### src/rtl/gf180mcu_osu_sc_gp9t3v3_ro_freq_meter.sv
// gf180mcu_osu_sc_gp9t3v3_ro_freq_meter: counts ring-oscillator rising edges over a gate window of CLK cycles
// CLK/RST: clock and synchronous active-high reset
// RO: asynchronous oscillator input; START/GATE: launch a G-cycle window (IDLE only)
// ACK: consumer takes result (DONE only); BUSY: ARM or COUNT; VALID: result held in DONE
// COUNT/OVF: saturating edge count and sticky overflow flag
module gf180mcu_osu_sc_gp9t3v3_ro_freq_meter #(
  parameter int GATE_W = 16,
  parameter int CNT_W = 20,
  parameter int SYNC_STAGES = 2
) (
  input  logic              CLK,
  input  logic              RST,
  input  logic              RO,
  input  logic              START,
  input  logic [GATE_W-1:0] GATE,
  input  logic              ACK,
  output logic              BUSY,
  output logic              VALID,
  output logic [CNT_W-1:0]  COUNT,
  output logic              OVF
);
  typedef enum logic [1:0] {S_IDLE, S_ARM, S_COUNT, S_DONE} state_t;
  state_t state, next;
  logic [SYNC_STAGES-1:0] sync;
  logic sync_d;
  logic rise;
  logic [GATE_W-1:0] g;
  assign rise = sync[SYNC_STAGES-1] & ~sync_d;
  assign BUSY = (state == S_ARM) || (state == S_COUNT);
  assign VALID = state == S_DONE;
  always_ff @(posedge CLK) begin
    if (RST) begin
      sync <= '0;
      sync_d <= 1'b0;
    end else begin
      sync <= {sync[SYNC_STAGES-2:0], RO};
      sync_d <= sync[SYNC_STAGES-1];
    end
  end
  always_ff @(posedge CLK) state <= RST ? S_IDLE : next;
  // g holds the cycles still left in the window; g==1 marks the last COUNT cycle
  always_comb begin
    next = state;
    next = state == S_IDLE  ? (START ? S_ARM : S_IDLE) :
           state == S_ARM   ? (g != '0 ? S_COUNT : S_DONE) :
           state == S_COUNT ? (g == GATE_W'(1) ? S_DONE : S_COUNT) :
                              (ACK ? S_IDLE : S_DONE);
  end
  always_ff @(posedge CLK) begin
    if (RST) begin
      g <= '0;
      COUNT <= '0;
      OVF <= 1'b0;
    end else if (state == S_IDLE && START) begin
      g <= GATE;
      COUNT <= '0;
      OVF <= 1'b0;
    end else if (state == S_COUNT) begin
      g <= g - GATE_W'(1);
      if (rise) begin
        if (&COUNT) OVF <= 1'b1;
        else COUNT <= COUNT + CNT_W'(1);
      end
    end
  end
endmodule

### config.mk
export PLATFORM = sky130hd
export DESIGN_NAME = gf180mcu_osu_sc_gp9t3v3_ro_freq_meter
export DESIGN_NICKNAME = d
export VERILOG_FILES = /design/src/rtl/gf180mcu_osu_sc_gp9t3v3_ro_freq_meter.sv
export SDC_FILE = /design/constraint.sdc
export NUM_CORES = 1
export LEC_CHECK = 0
export BUFFER_PORTS_ARGS = -buffer_cell sky130_fd_sc_hd__buf_2
export CORE_ASPECT_RATIO = 1.1
export CORE_UTILIZATION = 44
export DETAILED_ROUTE_END_ITERATION = 6
export GPL_ROUTABILITY_DRIVEN = 0
export PLACE_DENSITY_LB_ADDON = 0.2
export SLEW_MARGIN = 20
export SYNTH_ARGS = -nofsm -noshare
export SYNTH_HDL_FRONTEND = slang
export SYNTH_SLANG_ARGS = --single-unit
### constraint.sdc
create_clock -name CLK -period 2.7 [get_ports CLK]
set_clock_uncertainty 0.05 [all_clocks]
set_input_delay 0.27 -clock CLK [delete_from_list [all_inputs] [get_ports CLK]]
set_output_delay 0.27 -clock CLK [all_outputs]
set_load 0.01 [all_outputs]
### After elaboration in Yosys (flattened, before gate mapping)

Cells that the tools add are included.

* flip-flop bits (word level): 42
* input bits: 21
* output and inout bits: 23
* logic and storage cells: 33

* $add $sub $neg: 2
* equal/unequal tests: 4
* multiplexer cells: 9
* bitwise gates (word level): 3
* reduce and logical (&&, ||, !) cells: 9

Operator list (number)
* $mux W16: 2
* $reduce_and A22 Y1: 1
* $add A20 B1 Y20 const B: 1
* $reduce_and A20 Y1: 1
* $eq A16 B1 Y1 const B: 1
* $reduce_bool A16 Y1: 1
* $sub A16 B1 Y16 const B: 1
* $mux W2: 4
* $eq A2 B2 Y1 const B: 2
* $mux W1: 3
* $reduce_and A3 Y1: 1
* $eq A2 B1 Y1 const B: 1
* $logic_not A2 Y1: 1
* $not A1 Y1: 2
* $reduce_bool A2 Y1: 1
* $reduce_or A2 Y1: 1
* $and A1 B1 Y1: 1
* $logic_and A1 B1 Y1: 1
* $logic_or A1 B1 Y1: 1

### Depth between registers and ports, before layout

* word-level depth: 5
* depth in mapped cells: 10
* mapped depth without buffers: 7

### Least setup slack after synthesis

OpenSTA, ideal clock, no wires.

* path kind: register to register
* start: reg state[0]
* end: reg g[11]
* setup time: 79 ps
* data arrival time: 2343 ps
* required time: 2571 ps
* slack: 228 ps
* stages on the path, launching flop included: 9
* path buffers: 1
* clock period less this slack: 2472 ps
* cells stage by stage: dfxtp_1 > inv_1 > ha_1 > buf_2 > or3b_2 > or4_4 > or4_4 > xor2_1 > a211oi_2

* word-level cells in the longest chain between the ends: 3
* elaborated cells between the ends (all ways): 5
* those cells by class: 1 x eq/ne; 1 x mux; 3 x reduce/logical

Ends and longest elaborated chain
* from (decl): RTL line 23 `state_t state, next;`
* from (signal assigned): RTL line 40 `always_ff @(posedge CLK) state <= RST ? S_IDLE : next;`
* $logic_not A2 Y1: RTL line 54 `end else if (state == S_IDLE && START) begin`
* $logic_and A1 B1 Y1: RTL line 54
* $mux W16 / $reduce_bool A2 Y1 (equally long branches)
* to (signal assigned): RTL line 59 `g <= g - GATE_W'(1);`
* to (decl): RTL line 27 `logic [GATE_W-1:0] g;`

Several ways; a longest one is shown, not always the timed one.
A chain may end at the register's enable or synchronous reset.

### Worst setup path in the final report

Ends and elaborated chain as after synthesis.

==> impl_metrics.toml <==
[global_routing]
grt.total_usage = 0.183
grt_max_degree = 32
grt_pass1_wl_um = 6840
gr-total-overflow = 0
antenna_found_initial = 0
grt_pass1_vias = 1521

[cells_and_area]
fin_util = 0.537
antenna_cells = 0
layout-drive-gt1-share = 0.215
fin_nets = 316
syn2layout_area_growth_pct = 18.0

[timing]
slew_headroom = 0.396
rsz0062_at_grt = "no"
fmax_mhz = 410
worst_pin_slew_ns = 0.906
hold_viol = 0
slew_viol_final = 0
tns_ns = 0
layout_worst_path_cycle_share = 0.904
final.min_clock_period_ns = 2.44
setup_viol = 0

[die]
die-area_um2 = 5060
initial_utilization = 0.455
ios = 44
die_y_um = 74.5
fp.dieW_um = 67.9
core_area_um2 = 4620
row_count = 26

[run_status]
status = "complete, no violations"

[clock_tree]
htreeDepth = 2
cts_sinks = 42
cts_root_buffer = "clkbuf_8"
hold_buffers = 0
cts_resized = 0
clk_latency_ns = 0.29
clk_pin_slew_ns = 0.08
clk_path_buf_depth = 2
cts_tree = "yes"
cts_buffers = 5
postCtsSetupBuffers = 0

[logic_synthesis]
yosys.area.top_type = "dfxtp_1"
mappedNetlistArea_um2 = 2100
synth_cells = 247
synth-seq-cells = 42
yosys_warnings = 0
synthArstFlopShare = 0
synth_top_flop_cell = "dfxtp_1"
synth-seq-area-share = 0.400
yosysUniqueCellTypes = 40
synth_edf_count = 0
synth_top_cell_area_share = 0.400
syn_avg_cell_area_um2 = 8.51
synthTopCellsByArea = "dfxtp_1 40%, xnor2_1 8.3%, nor2_1 6.4%"
synth.net_count = 275

[route]
ant_nets = 0
routedWlPerCell_um = 12.3
wirelength_um = 4250
drc = 0
dr.pass1.iters = 4
vias = 1825
dr.first_iter.drc_count = 141
viasPerCell = 5.31

[setup_path]
worstSetupStartpointType = "flop"
crit_arrival_ns = 2.61
critPathMaxFanout = 5
path_class = "flop to flop"
cp-end-kind = "flop"
ff2ff_setup_slack_ns = 0.26
cp.required_ns = 2.87

[place]
portBuffers = 43
dp.final_hpwl_um = 3020

[power_and_ir_drop]
p_per_area_nw_per_um2 = 541
peakVddDrop_mv = 0.290
power_leakage_nw = 0.966

[worst_hold_path]
hold_class = "primary input to flop"

[flow_run]
cap_violations = 0
[cells by family (layout without fill, tap and decap cells)]
| kind of cell | after synthesis | after routing | synth area share |
|---|---|---|---|
| fa+ha+maj | 7 | 7 | 0.0417 |
| xor+xnor | 26 | 26 | 0.108 |
| simple gates | 107 | 107 | 0.269 |
| mux | 1 | 1 | 0.00476 |
| buf+inv | 19 | 60 | 0.0345 |
| flops | 42 | 42 | 0.400 |
| compound gates | 45 | 45 | 0.142 |
[per-stage QoR]
| stage | hold WS (ns) | cell area [um^2] | worst slack [ns] | total power, W | cells |
|---|---|---|---|---|---|
| 5_1_grt | 0.107 | 2480 | 0.156 | 0.00141 | 344 |
| 4_1_cts | 0.105 | 2480 | 0.249 | 0.00136 | 344 |
| 3_3_place_gp | 0.366 | 2370 | 0.304 | 0.000851 | 337 |
| 2_1_floorplan | 0.320 | 2100 | 0.228 | 0.000807 | 247 |
| 3_5_place_dp | 0.385 | 2370 | 0.250 | 0.000854 | 337 |
| 6_report | 0.117 | 2480 | 0.260 | 0.00134 | 344 |
[final timing paths]
path                  from        to  cells after the start
setup / recovery  state[0]     g[11]                      7
hold / removal         ACK  state[1]                      2
setup reg to reg  state[0]     g[11]                      7
hold reg to reg    sync[0]   sync[1]                      1
[critical path: stages, from the launching register on]
cell	delay [ns]
dfxtp_1	0.33
inv_1	0.08
ha_1	0.16
or3b_2	0.50
or4_4	0.46
or4_4	0.42
xor2_1	0.16
a211oi_2	0.20
[placed cells by master (no fill, tap or decap), types with 2 or more instances in the layout]
cell,Yosys,layout
a211oi_1,13,13
nand2b_1,2,2
inv_1,6,6
a21oi_1,13,13
or3_1,5,5
and4_1,4,4
buf_4,0,4
nor2b_1,3,3
or4_4,3,3
buf_2,1,43
a311oi_1,3,3
nand2_1,13,13
nand3_1,9,9
nor3_1,7,7
and3_1,4,4
ha_1,7,7
clkbuf_8,0,6
xor2_1,6,6
or4_1,3,3
nand4_1,8,8
xnor2_1,20,20
and2_1,3,3
o21ai_0,7,7
dfxtp_1,42,42
nor2_1,36,36
or3_2,2,2
[synthesized netlist by cell type, drive strengths merged (2+ instances only)]
master  number
or4          7
inv          6
nand3        9
nand2b       2
nor3         7
nor2        36
a21oi       13
nand2       13
and3         4
xor2         6
dfxtp       42
and4         4
a311oi       3
ha           7
nand4        8
o21ai        7
clkbuf      12
nor2b        3
a211oi      14
and2         4
or3          7
xnor2       20
[final cells by class]
class / count / area [um^2]
Clock buffer: 6 / 82.6
Clock inverter: 1 / 30.0
Fill cell: 466 / 2140
Inverter: 6 / 22.5
Multi-Input combinational cell: 186 / 1190
Sequential cell: 42 / 841
Tap cell: 56 / 70.1
Timing Repair Buffer: 47 / 245
[flip-flops by register name, indices dropped and copies added, names as in the netlist]
register / count
g: 16
COUNT: 20
OVF: 1
sync_d: 1
sync: 2
state: 2
[power by group]
part / internal [W] / switching (W)
clock: 0.000296 / 0.000207
combinational: 0.0000724 / 0.0000871
sequential: 0.000651 / 0.0000290
[layer usage]
layer / GRT usage / wire (um)
met3: 0.0491 / 175
met4: 0.0764 / 72
met1: 0.248 / 2100
met5: 0 / 0
met2: 0.274 / 1900
Power figures use the tool's default switching activity.
